**config.mk**
```make
export PLATFORM = sky130hd
export DESIGN_NAME = region_allocator
export DESIGN_NICKNAME = d
export VERILOG_FILES = /design/src/rtl/region_allocator.sv
export SDC_FILE = /design/constraint.sdc
export NUM_CORES = 1
export LEC_CHECK = 0
export CORE_AREA = 2 2 253 255
export DETAILED_ROUTE_END_ITERATION = 8
export DIE_AREA = 0 0 255 257
export HOLD_SLACK_MARGIN = 0.06
export PLACE_DENSITY = 0.56
export SETUP_SLACK_MARGIN = 0.15
export SLEW_MARGIN = 20
export SYNTH_ARGS = -nofsm -noshare
export SYNTH_HDL_FRONTEND = slang
export SYNTH_SLANG_ARGS = --single-unit
```
**constraint.sdc**
```tcl
create_clock -name clk -period 11.1 [get_ports clk]
set_input_delay 1.11 -clock clk [delete_from_list [all_inputs] [get_ports clk]]
set_output_delay 1.11 -clock clk [all_outputs]
set_load 0.1 [all_outputs]
```
**src/rtl/region_allocator.sv**
```systemverilog
// Bump allocator over NUM_POOLS address pools with a shared LIFO undo stack.
// Request-to-response latency is 2 cycles; a response is held until rsp_ready.
module region_allocator #(
   parameter int ADDR_SIZE   = 23,
   parameter int NUM_POOLS   = 2,
   parameter int LEN_W       = 32,
   parameter int HDR_WORDS   = 3,
   parameter int STACK_DEPTH = 8,
   localparam int PW = (NUM_POOLS > 1) ? $clog2(NUM_POOLS) : 1
) (
   input  logic                 clk,
   input  logic                 rst,
   input  logic                 cfg_we,
   input  logic [PW-1:0]        cfg_pool,
   input  logic [ADDR_SIZE-1:0] cfg_base,
   input  logic [ADDR_SIZE-1:0] cfg_limit,
   input  logic                 req_valid,
   input  logic [PW-1:0]        req_pool,
   input  logic [LEN_W-1:0]     req_len,
   input  logic                 req_hdr,
   output logic                 req_ready,
   output logic                 rsp_valid,
   output logic [ADDR_SIZE-1:0] rsp_begin,
   output logic [ADDR_SIZE-1:0] rsp_end,
   output logic                 rsp_err,
   input  logic                 rsp_ready,
   input  logic                 free_valid,
   output logic                 free_err,
   input  logic [PW-1:0]        stat_pool,
   output logic [ADDR_SIZE-1:0] stat_avail
);

   localparam int CW = ((LEN_W > ADDR_SIZE) ? LEN_W : ADDR_SIZE) + 1;
   localparam int SW = (STACK_DEPTH > 1) ? $clog2(STACK_DEPTH) : 1;

   typedef enum logic [1:0] {IDLE, CALC, RESP} state_t;

   state_t               state;
   logic [ADDR_SIZE-1:0] limit_q [NUM_POOLS];
   logic [ADDR_SIZE-1:0] avail_q [NUM_POOLS];
   logic [PW-1:0]        stk_pool [STACK_DEPTH];
   logic [ADDR_SIZE-1:0] stk_addr [STACK_DEPTH];
   logic [SW-1:0]        sp;
   logic [SW:0]          cnt;
   logic [PW-1:0]        lat_pool;
   logic [LEN_W-1:0]     lat_len;
   logic                 lat_hdr;

   logic                 pool_ok, cfg_ok, stat_ok;
   logic [PW-1:0]        pidx;
   logic [ADDR_SIZE-1:0] cur_avail;
   logic [CW-1:0]        total, end_sum;
   logic                 calc_err;
   logic [SW-1:0]        top;

   assign pool_ok = {1'b0, lat_pool}  < (PW+1)'(NUM_POOLS);
   assign cfg_ok  = {1'b0, cfg_pool}  < (PW+1)'(NUM_POOLS);
   assign stat_ok = {1'b0, stat_pool} < (PW+1)'(NUM_POOLS);
   assign pidx    = pool_ok ? lat_pool : '0;
   assign top     = sp - 1'b1;

   assign req_ready  = (state == IDLE) && !cfg_we && !free_valid;
   assign stat_avail = stat_ok ? avail_q[stat_pool] : '0;

   // Sum is one bit wider than either operand so a huge length can never wrap under the limit.
   always_comb begin
      cur_avail = pool_ok ? avail_q[pidx] : '0;
      total     = CW'(lat_len) + (lat_hdr ? CW'(HDR_WORDS) : CW'(0));
      end_sum   = CW'(cur_avail) + total;
      calc_err  = !pool_ok || (total == '0) || (end_sum > CW'(limit_q[pidx]));
   end

   always_ff @(posedge clk) begin
      if (rst) begin
         state     <= IDLE;
         sp        <= '0;
         cnt       <= '0;
         rsp_valid <= 1'b0;
         rsp_err   <= 1'b0;
         rsp_begin <= '0;
         rsp_end   <= '0;
         free_err  <= 1'b0;
         lat_pool  <= '0;
         lat_len   <= '0;
         lat_hdr   <= 1'b0;
         for (int i = 0; i < NUM_POOLS; i++) begin
            limit_q[i] <= '0;
            avail_q[i] <= '0;
         end
      end else begin
         free_err <= 1'b0;
         case (state)
            IDLE: begin
               if (cfg_we) begin
                  if (cfg_ok) begin
                     limit_q[cfg_pool] <= cfg_limit;
                     avail_q[cfg_pool] <= cfg_base;
                  end
                  sp  <= '0;
                  cnt <= '0;
               end else if (free_valid) begin
                  if (cnt == '0) begin
                     free_err <= 1'b1;
                  end else begin
                     avail_q[stk_pool[top]] <= stk_addr[top];
                     sp  <= top;
                     cnt <= cnt - 1'b1;
                  end
               end else if (req_valid) begin
                  lat_pool <= req_pool;
                  lat_len  <= req_len;
                  lat_hdr  <= req_hdr;
                  state    <= CALC;
               end
            end
            CALC: begin
               state     <= RESP;
               rsp_valid <= 1'b1;
               rsp_err   <= calc_err;
               rsp_begin <= cur_avail;
               if (calc_err) begin
                  rsp_end <= cur_avail;
               end else begin
                  rsp_end        <= end_sum[ADDR_SIZE-1:0];
                  avail_q[pidx]  <= end_sum[ADDR_SIZE-1:0];
                  // Circular stack: when full, the write lands on the oldest entry.
                  stk_pool[sp]   <= pidx;
                  stk_addr[sp]   <= cur_avail;
                  sp             <= sp + 1'b1;
                  if (cnt != (SW+1)'(STACK_DEPTH))
                     cnt <= cnt + 1'b1;
               end
            end
            RESP: begin
               if (rsp_ready) begin
                  rsp_valid <= 1'b0;
                  state     <= IDLE;
               end
            end
            default: state <= IDLE;
         endcase
      end
   end

endmodule

```
==> results of run 1 <==
worst reg2reg max path: stages (launching register included):
cell,delay (ps)
dfxtp_2,470
buf_4,580
mux2_2,540
ha_1,380
o211ai_1,110
o21ai_0,370
a31oi_1,240
o21ba_2,300
nor3_1,220
nor2_1,100
o21ai_0,420
a21boi_0,200
xnor2_1,240
ha_1,240
a211o_1,250
a21oi_1,110
o21ai_0,90
or3_1,370
a21oi_1,150
o21ai_0,160
nor4_4,450
nand3_2,260
buf_4,410
nor4_2,680
buf_4,450
per-layer routing:
metal / GRT usage / share of wire
met2: 0.2911 / 0.49
met4: 0.03736 / 0.018
met3: 0.02812 / 0.054
met1: 0.2302 / 0.44
met5: 0 / 0
metrics by stage:
stage | area [um^2] | total power, uW | setup slack [ps] | hold slack (ps)
floorplan | 18660 | 2179 | 2831 | 440.6
global placement | 21240 | 2436 | 3104 | 456.7
detailed placement | 21240 | 2442 | 2912 | 456.8
CTS | 22660 | 3877 | 2865 | 471.2
global route | 22670 | 3983 | 2486 | 491.2
finish | 22670 | 3842 | 2956 | 466.8
sequential cells by signal, indices dropped and copies added, names as in the netlist, 3 cells and up, named ones only:
signal / count
lat_len: 32
rsp_begin: 23
stk_pool: 8
avail_q: 46
stk_addr: 184
rsp_end: 23
cnt: 4
sp: 3
limit_q: 46
cells in the mapped netlist (3+ instances only):
| master | count | share of area |
|---|---|---|
| xnor2_1 | 34 | 0.016 |
| or2_2 | 4 | 0.0013 |
| nand3_1 | 21 | 0.0056 |
| a21o_1 | 10 | 0.0040 |
| nor3_1 | 60 | 0.016 |
| xor2_1 | 23 | 0.011 |
| o21bai_1 | 6 | 0.0024 |
| edfxtp_1 | 284 | 0.46 |
| nand4_1 | 25 | 0.0084 |
| a211o_1 | 3 | 0.0014 |
| nor3b_1 | 3 | 0.0012 |
| buf_2 | 13 | 0.0035 |
| buf_6 | 3 | 0.0018 |
| a211oi_1 | 20 | 0.0080 |
| nor2b_1 | 4 | 0.0013 |
| o21ai_0 | 21 | 0.0056 |
| buf_1 | 11 | 0.0022 |
| nand2_1 | 112 | 0.023 |
| inv_1 | 28 | 0.0056 |
| dfxtp_1 | 93 | 0.10 |
| or4_1 | 5 | 0.0020 |
| mux4_2 | 48 | 0.058 |
| o211ai_1 | 7 | 0.0028 |
| a2111oi_2 | 11 | 0.0088 |
| o21a_1 | 6 | 0.0024 |
| o31ai_1 | 4 | 0.0016 |
| nand3b_1 | 3 | 0.0012 |
| ha_1 | 54 | 0.036 |
| nor4_1 | 16 | 0.0054 |
| a31oi_1 | 12 | 0.0040 |
| mux2i_1 | 81 | 0.043 |
| a21oi_1 | 102 | 0.027 |
| buf_4 | 7 | 0.0028 |
| or3_1 | 5 | 0.0017 |
| and2_1 | 53 | 0.018 |
| clkbuf_1 | 63 | 0.013 |
| a21boi_0 | 3 | 0.0012 |
| mux2_2 | 46 | 0.028 |
| nor2_1 | 183 | 0.037 |
| and3_1 | 6 | 0.0020 |
| nand2b_1 | 15 | 0.0050 |
where the power goes:
part           switching [uW]  internal [uW]
Clock                     587            842
Combinational             523            271
Sequential               38.6           1580
Total                    1150           2690
worst paths after layout:
kind         cells past startpoint              to  slack [ps]
max reg2reg                     24  stk_addr[2][6]        2960
min reg2reg                      2      rsp_end[0]         470
min                              2      rsp_end[0]         470
max                             24  stk_addr[2][6]        2960
cell type report:
cell class / count / area (um^2) / share of cell area
inverters: 28 / 105.1 / 0.004637
flip-flops and latches: 377 / 10400 / 0.4586
clock buffers: 55 / 1130 / 0.04985
multi-input cells: 1048 / 7834 / 0.3456
repair buffers: 194 / 1854 / 0.08181
clock inverters: 23 / 289.0 / 0.01275
well taps: 846 / 1059 / 0.04670
cells by family after synthesis:
group           Yosys count
simple gates            526
flops                   377
xor+xnor                 57
mux                     175
compound gates          234
fa+ha+maj                56
buf+inv                 125
==> flow_summary.html, run 1 <==
<table>
<tr><th>Metric</th><th>Value</th></tr>
<tr><th colspan="2">Detailed routing</th></tr>
<tr><td>Final routed wire length divided by cell count</td><td>22.11 um</td></tr>
<tr><td>ANT nets after route</td><td>0</td></tr>
<tr><td>Initial detailed-routing violation count</td><td>between 900 and 1000</td></tr>
<tr><td>Routed via count divided by cell count</td><td>5.036</td></tr>
<tr><td>Routed wire length</td><td>about 57000 um</td></tr>
<tr><td>Count of TritonRoute iterations in the first routing pass</td><td>5</td></tr>
<tr><td>Total number of vias</td><td>12950</td></tr>
<tr><td>Number of DRC violations after detailed routing</td><td>0</td></tr>
<tr><th colspan="2">Pwr</th></tr>
<tr><td>Leakage component of the power</td><td>0.007987 uW</td></tr>
<tr><td>Cell area power density</td><td>169.5 mW/mm^2</td></tr>
<tr><td>Worst vdd rail ir drop</td><td>roughly 110 uV</td></tr>
<tr><th colspan="2">Synth</th></tr>
<tr><td>Yosys reg bits</td><td>377</td></tr>
<tr><td>Post-Synth Adder-Cell Area</td><td>0.03835</td></tr>
<tr><td>Synth Area per Inst</td><td>12.04 um^2</td></tr>
<tr><td>Post-synth net total</td><td>between 1500 and 2000</td></tr>
<tr><td>Dominant combinational cell family by area after synthesis</td><td>simple AND/OR/NAND/NOR gates</td></tr>
<tr><td>Number of different library cells in the post-synthesis netlist</td><td>72</td></tr>
<tr><td>Fraction of synthesized cell area in xor and xnor cells</td><td>0.02675</td></tr>
<tr><td>EDFF count, synth</td><td>about 280</td></tr>
<tr><td>Yosys warns</td><td>0</td></tr>
<tr><td>Post-Syn Area</td><td>0.01866 mm^2</td></tr>
<tr><td>Multiplexer share of the synthesized area</td><td>0.1291</td></tr>
<tr><td>Area share of and/or/nand/nor cells after synthesis</td><td>0.1358</td></tr>
<tr><td>Sequential-to-total area share from yosys stat</td><td>0.5567</td></tr>
<tr><td>Cell count after synthesis</td><td>1550</td></tr>
<tr><td>Leading register cell type out of synthesis</td><td>edfxtp_1</td></tr>
<tr><td>Compound-Gate Fraction of Synth Area</td><td>0.08474</td></tr>
<tr><td>Share of async-settable or async-resettable flops after synthesis</td><td>0</td></tr>
<tr><th colspan="2">Clock network</th></tr>
<tr><td>CTS tree</td><td>yes</td></tr>
<tr><td>CTS H-Tree Depth</td><td>2</td></tr>
<tr><td>Buffers inserted during post-CTS setup optimization</td><td>0</td></tr>
<tr><td>Latest clock arrival within the worst-skew pair</td><td>580 ps</td></tr>
<tr><td>Clock root buffer</td><td>clkbuf_16</td></tr>
<tr><td>Clock tree sinks</td><td>377</td></tr>
<tr><td>Hold-fix buffers at CTS</td><td>0</td></tr>
<tr><td>Cts bufs inserted</td><td>42</td></tr>
<tr><td>Resize count post-CTS</td><td>0</td></tr>
<tr><td>Clock Path Buffers</td><td>3</td></tr>
<tr><td>Register clock-pin slew on the reported worst setup and hold paths</td><td>60 ps</td></tr>
<tr><th colspan="2">STA</th></tr>
<tr><td>Slew headroom</td><td>0.3129</td></tr>
<tr><td>RSZ-0062 raised after global routing</td><td>no</td></tr>
<tr><td>Fin crit share</td><td>0.7337</td></tr>
<tr><td>TNS Setup</td><td>0 ps</td></tr>
<tr><td>Final critical-path required period</td><td>8144 ps</td></tr>
<tr><td>Setup-failing EPs final</td><td>0</td></tr>
<tr><td>Clock Skew</td><td>between 15 and 20 ps</td></tr>
<tr><td>Final count of hold timing violations</td><td>0</td></tr>
<tr><td>Max Clock Freq</td><td>approximately 0.12 GHz</td></tr>
<tr><td>Worst Tran Pin Value</td><td>1025 ps</td></tr>
<tr><td>Max-slew violations</td><td>0</td></tr>
<tr><th colspan="2">Layout</th></tr>
<tr><td>Final Util</td><td>0.3613</td></tr>
<tr><td>Top library cells by usage in the layout, fill and taps aside</td><td>284 x edfxtp_1, 183 x nor2_1, 159 x clkdlybuf4s50_1</td></tr>
<tr><td>Post-layout nets</td><td>1835</td></tr>
<tr><td>Number of diodes</td><td>0</td></tr>
<tr><td>Syn-to-layout area delta</td><td>21.44%</td></tr>
<tr><td>Leading cell type in the layout, fill and taps excluded</td><td>edfxtp_1</td></tr>
<tr><td>Share of final-layout standard cells stronger than drive strength 1</td><td>0.1386</td></tr>
<tr><td>Fillers</td><td>6087</td></tr>
<tr><td>Final Instance Count excl. Fillers</td><td>2571</td></tr>
<tr><th colspan="2">Placement</th></tr>
<tr><td>Placer congestion estimate</td><td>0.8968</td></tr>
<tr><td>Cell count after placement</td><td>about 2500</td></tr>
<tr><td>Buffers on Ports</td><td>160</td></tr>
<tr><td>DP Wirelength</td><td>between 40000 and 50000 um</td></tr>
<tr><th colspan="2">Critical path</th></tr>
<tr><td>CP max-delay cell</td><td>nor4_2</td></tr>
<tr><td>Element type at the critical path start</td><td>register</td></tr>
<tr><td>Worst stage delay on the critical path</td><td>between 600 and 700 ps</td></tr>
<tr><td>Data arrival time of the critical path</td><td>8380 ps</td></tr>
<tr><td>Element type at the critical path end</td><td>register</td></tr>
<tr><td>Type of the worst setup path</td><td>reg -&gt; reg</td></tr>
<tr><td>Number of buffers and inverters on the critical path</td><td>3</td></tr>
<tr><td>Worst-path fanout max</td><td>37</td></tr>
<tr><td>Cell family with the largest share of critical-path delay</td><td>compound AO/OA/AOI/OAI gates</td></tr>
<tr><td>Worst path most repeated cell</td><td>o21ai_0</td></tr>
<tr><td>Required time at the endpoint of the critical path</td><td>~11000 ps</td></tr>
<tr><td>Cell-by-cell listing of the critical path</td><td>buf_4 &gt; mux2_2 &gt; ha_1 &gt; o211ai_1 &gt; o21ai_0 &gt; a31oi_1 &gt; o21ba_2 &gt; nor3_1 &gt; nor2_1 &gt; o21ai_0 &gt; a21boi_0 &gt; xnor2_1 &gt; ha_1 &gt; a211o_1 &gt; a21oi_1 &gt; o21ai_0 &gt; or3_1 &gt; a21oi_1 &gt; o21ai_0 &gt; nor4_4 &gt; nand3_2 &gt; buf_4 &gt; nor4_2 &gt; buf_4</td></tr>
<tr><th colspan="2">Hold path</th></tr>
<tr><td>Worst Hold Class</td><td>reg -&gt; reg</td></tr>
<tr><td>Hold Startpoint</td><td>rsp_end[0]</td></tr>
<tr><th colspan="2">GRT</th></tr>
<tr><td>Number of global-route vias before repair</td><td>12940</td></tr>
<tr><td>First-pass GRT wire length</td><td>between 80000 and 90000 um</td></tr>
<tr><td>Largest net degree at the start of global routing</td><td>68</td></tr>
<tr><td>Number of antenna violations at the first check in global routing</td><td>1</td></tr>
<tr><td>Grt ovf</td><td>0</td></tr>
<tr><td>Total Routing Usage GR</td><td>0.1719</td></tr>
<tr><th colspan="2">Floorplanning</th></tr>
<tr><td>Floorplan Core Area</td><td>roughly 0.063 mm^2</td></tr>
<tr><td>Floorplan die width</td><td>255 um</td></tr>
<tr><td>Initial Utilization</td><td>0.2975</td></tr>
<tr><td>Number of placement rows</td><td>92</td></tr>
<tr><td>Die outline height</td><td>257 um</td></tr>
<tr><td># IOs</td><td>161</td></tr>
<tr><td>DIE AREA</td><td>around 0.066 mm^2</td></tr>
<tr><th colspan="2">Status</th></tr>
<tr><td>Run status</td><td>finished clean</td></tr>
<tr><th colspan="2">Job</th></tr>
<tr><td>Number of max-capacitance violations reported</td><td>0</td></tr>
</table>
Note: power is estimated with default switching activity, not from simulation.
==> run 2, diff against run 1 <==
--- a/config.mk
+++ b/config.mk
@@ -9,7 +9,7 @@
 export DETAILED_ROUTE_END_ITERATION = 8
 export DIE_AREA = 0 0 255 257
 export HOLD_SLACK_MARGIN = 0.06
-export PLACE_DENSITY = 0.56
+export PLACE_DENSITY = 0.57
 export SETUP_SLACK_MARGIN = 0.15
 export SLEW_MARGIN = 20
 export SYNTH_ARGS = -nofsm -noshare
==> constraint.sdc (replaced) <==
create_clock -name clk -period 7.14 [get_ports clk]
set_input_delay 0.714 -clock clk [delete_from_list [all_inputs] [get_ports clk]]
set_output_delay 0.714 -clock clk [all_outputs]
set_load 0.1 [all_outputs]
==> run 2 against run 1 <==
Total power rose by 57%. Highest routed layer unchanged. Sequential share of layout area fell by 1.3 points. Hold slack improved by 16 ps. Cell count rose by 1.6%. Design area rose by 2.9%. Setup slack got worse by 2500 ps.
==> flow_summary.html, run 2 (synthesis results as in run 1) <==
<table>
<tr><th>Metric</th><th>Value</th></tr>
<tr><th colspan="2">Pwr</th></tr>
<tr><td>Leakage component of the power</td><td>0.008264 uW (+3.5%)</td></tr>
<tr><td>Cell area power density</td><td>258.2 mW/mm^2 (+52%)</td></tr>
<tr><td>Worst vdd rail ir drop</td><td>178.8 uV (+64%)</td></tr>
<tr><th colspan="2">STA</th></tr>
<tr><td>Minimum hold slack</td><td>483.3 ps (+16.46 ps)</td></tr>
<tr><td>Max Clock Freq</td><td>0.1493 GHz (+22%)</td></tr>
<tr><td>Fin crit share</td><td>0.9379 (+0.2042)</td></tr>
<tr><td>Clock Skew</td><td>34.47 ps (+15.73 ps)</td></tr>
<tr><td>Max-slew violations</td><td>0 (unchanged)</td></tr>
<tr><td>Slew headroom</td><td>0.3305 (+0.01765)</td></tr>
<tr><td>Final critical-path required period</td><td>6697 ps (-1447 ps)</td></tr>
<tr><td>Setup-failing EPs final</td><td>0 (unchanged)</td></tr>
<tr><td>Final count of hold timing violations</td><td>0 (unchanged)</td></tr>
<tr><td>RSZ-0062 raised after global routing</td><td>no</td></tr>
<tr><td>Worst Tran Pin Value</td><td>995.0 ps (-29.47 ps)</td></tr>
<tr><th colspan="2">Placement</th></tr>
<tr><td>Cell count after placement</td><td>2526 (+1.3%)</td></tr>
<tr><td>DP Wirelength</td><td>41550 um (+0.21%)</td></tr>
<tr><td>Placer congestion estimate</td><td>0.8858 (-1.2%)</td></tr>
<tr><td>Buffers on Ports</td><td>160 (unchanged)</td></tr>
<tr><th colspan="2">Clock network</th></tr>
<tr><td>Latest clock arrival within the worst-skew pair</td><td>590 ps (about the same)</td></tr>
<tr><td>Hold-fix buffers at CTS</td><td>0 (unchanged)</td></tr>
<tr><td>Cts bufs inserted</td><td>41 (-2.4%)</td></tr>
<tr><td>Clock Path Buffers</td><td>3 (unchanged)</td></tr>
<tr><td>CTS H-Tree Depth</td><td>2 (unchanged)</td></tr>
<tr><td>Clock tree sinks</td><td>377 (unchanged)</td></tr>
<tr><td>CTS tree</td><td>yes</td></tr>
<tr><td>Register clock-pin slew on the reported worst setup and hold paths</td><td>70 ps (about the same)</td></tr>
<tr><td>Clock root buffer</td><td>clkbuf_16</td></tr>
<tr><th colspan="2">Floorplanning</th></tr>
<tr><td>Die outline height</td><td>257 um (unchanged)</td></tr>
<tr><td>DIE AREA</td><td>0.06554 mm^2 (unchanged)</td></tr>
<tr><td># IOs</td><td>161 (unchanged)</td></tr>
<tr><td>Floorplan die width</td><td>255 um (unchanged)</td></tr>
<tr><td>Floorplan Core Area</td><td>0.06274 mm^2 (unchanged)</td></tr>
<tr><td>Initial Utilization</td><td>0.2975 (unchanged)</td></tr>
<tr><td>Number of placement rows</td><td>92 (unchanged)</td></tr>
<tr><th colspan="2">Detailed routing</th></tr>
<tr><td>DR WL met3</td><td>3097 um (+1.7%)</td></tr>
<tr><td>Routed via count divided by cell count</td><td>5.024 (-0.24%)</td></tr>
<tr><td>Initial detailed-routing violation count</td><td>951 (-1.5%)</td></tr>
<tr><td>Final routed wire length divided by cell count</td><td>21.50 um (-2.7%)</td></tr>
<tr><td>Max Used Layer</td><td>met4</td></tr>
<tr><td>Total number of vias</td><td>13130 (+1.4%)</td></tr>
<tr><td>Routed wire length</td><td>56180 um (-1.2%)</td></tr>
<tr><td>ANT nets after route</td><td>0 (unchanged)</td></tr>
<tr><td>Count of TritonRoute iterations in the first routing pass</td><td>5 (unchanged)</td></tr>
<tr><td>Number of DRC violations after detailed routing</td><td>0 (unchanged)</td></tr>
<tr><td>Met2 Routed Length</td><td>26640 um (-4.6%)</td></tr>
<tr><td>Sum of routed wire segments on met1</td><td>24760 um (-0.17%)</td></tr>
<tr><th colspan="2">Layout</th></tr>
<tr><td>Final Instance Count excl. Fillers</td><td>2613 (+1.6%)</td></tr>
<tr><td>Number of flip-flops in the largest register</td><td>184 (unchanged)</td></tr>
<tr><td>Leading cell type in the layout, fill and taps excluded</td><td>edfxtp_1</td></tr>
<tr><td>Share of final-layout standard cells stronger than drive strength 1</td><td>0.1682 (+0.02963)</td></tr>
<tr><td>Syn-to-layout area delta</td><td>24.94%</td></tr>
<tr><td>Top library cells by usage in the layout, fill and taps aside</td><td>284 x edfxtp_1, 181 x nor2_1, 159 x clkdlybuf4s50_1</td></tr>
<tr><td>Final Util</td><td>0.3717 (+0.01043)</td></tr>
<tr><td>Post-layout nets</td><td>1877 (+2.3%)</td></tr>
<tr><td>Register containing the most flip-flops in the final layout</td><td>stk_addr</td></tr>
<tr><td>Regs by FF count</td><td>stk_addr (184), avail_q (46), limit_q (46)</td></tr>
<tr><th colspan="2">GRT</th></tr>
<tr><td>Largest net degree at the start of global routing</td><td>68 (unchanged)</td></tr>
<tr><td>Number of global-route vias before repair</td><td>13230 (+2.2%)</td></tr>
<tr><td>Total Routing Usage GR</td><td>0.1691 (-0.002716)</td></tr>
<tr><td>First-pass GRT wire length</td><td>82900 um (-0.92%)</td></tr>
<tr><td>Grt ovf</td><td>0 (unchanged)</td></tr>
<tr><td>Number of antenna violations at the first check in global routing</td><td>0 (-1)</td></tr>
<tr><th colspan="2">Critical path</th></tr>
<tr><td>Type of the worst setup path</td><td>reg -&gt; reg</td></tr>
<tr><td>Startpoint of the worst-slack reg-to-reg timing path</td><td>lat_hdr</td></tr>
<tr><td>Element type at the critical path end</td><td>register</td></tr>
<tr><td>Required time at the endpoint of the critical path</td><td>7410 ps (-3930 ps)</td></tr>
<tr><td>Worst stage delay on the critical path</td><td>430 ps (-230 ps)</td></tr>
<tr><td>Worst-path fanout max</td><td>9 (-76%)</td></tr>
<tr><td>CP max-delay cell</td><td>fa_1</td></tr>
<tr><td>Data arrival time of the critical path</td><td>6970 ps (-1410 ps)</td></tr>
<tr><td>Critical Path Source</td><td>lat_hdr</td></tr>
<tr><td>Element type at the critical path start</td><td>register</td></tr>
<tr><th colspan="2">Hold path</th></tr>
<tr><td>Worst Hold Class</td><td>reg -&gt; reg</td></tr>
<tr><td>Hold Startpoint</td><td>rsp_end[0]</td></tr>
<tr><th colspan="2">Job</th></tr>
<tr><td>Number of max-capacitance violations reported</td><td>0 (unchanged)</td></tr>
<tr><th colspan="2">Status</th></tr>
<tr><td>Run status</td><td>finished clean</td></tr>
</table>
[run 2: cell count changes in the layout (fill, tap and decap cells not counted), moves of 4 or more]
cell	delta
buf_12	+13
buf_4	+28
clkbuf_1	-4
clkinv_1	+6
nor4_2	-5
nor4_4	+6
xor2_1	-4
[run 2: final cells by class]
type	count	area, um^2
Sequential cell	377	10400
Fill cell	6080	39420
Timing Repair Buffer	237	2361
Clock inverter	29	340.3
Inverter	28	105.1
Clock buffer	47	1049
Antenna cell	1	2.502
Tap cell	846	1059
Multi-Input combinational cell	1048	8009
[run 2: report_power, final]
part | internal, uW | leakage (uW) | switching [uW]
Combinational | 481 | 0.00412 | 832
Clock | 1280 | 0.000675 | 908
Sequential | 2450 | 0.00347 | 61.3
Total | 4220 | 0.00826 | 1800
[run 2: critical path, delay by kind of cell (launching register included)]
| kind | cells | cell delay, ps |
|---|---|---|
| xor gates and xnor gates | 2 | 410 |
| adders and majority gates | 4 | 1270 |
| AOI/OAI and AO/OA | 12 | 2140 |
| DFF | 1 | 380 |
| buffers and inverters | 4 | 610 |
| and+or+nand+nor | 6 | 1580 |
[run 2: metal layers]
metal,up-vias,global-route usage
met1,6487,0.2242
met4,0,0.05539
met2,398,0.2789
met3,90,0.02984
met5,-,0
li1,6152,-
[run 2: worst paths after layout]
kind | to | depth (start not counted) | slack, ps
max | stk_addr[3][21] | 28 | 440
min | rsp_end[0] | 2 | 480
max reg2reg | stk_addr[3][21] | 28 | 440
min reg2reg | rsp_end[0] | 2 | 480
[run 2: through the flow]
step	setup WS, ps	cell area, um^2	setup TNS [ps]	total power, uW
4_1_cts	176.8	23110	0	6060
6_report	443.1	23320	0	6021
2_1_floorplan	-520.8	18700	-44070	3391
5_1_grt	116.6	23320	0	6242
3_3_place_gp	275.9	21700	0	3844
3_5_place_dp	145.4	21700	0	3858
[run 2: timing repair]
item	CTS	global route
buffers inserted	0	9
gates cloned	0	1
pin swaps	1	9
endpoints found under the setup margin	75	314
gates resized for setup	3	24
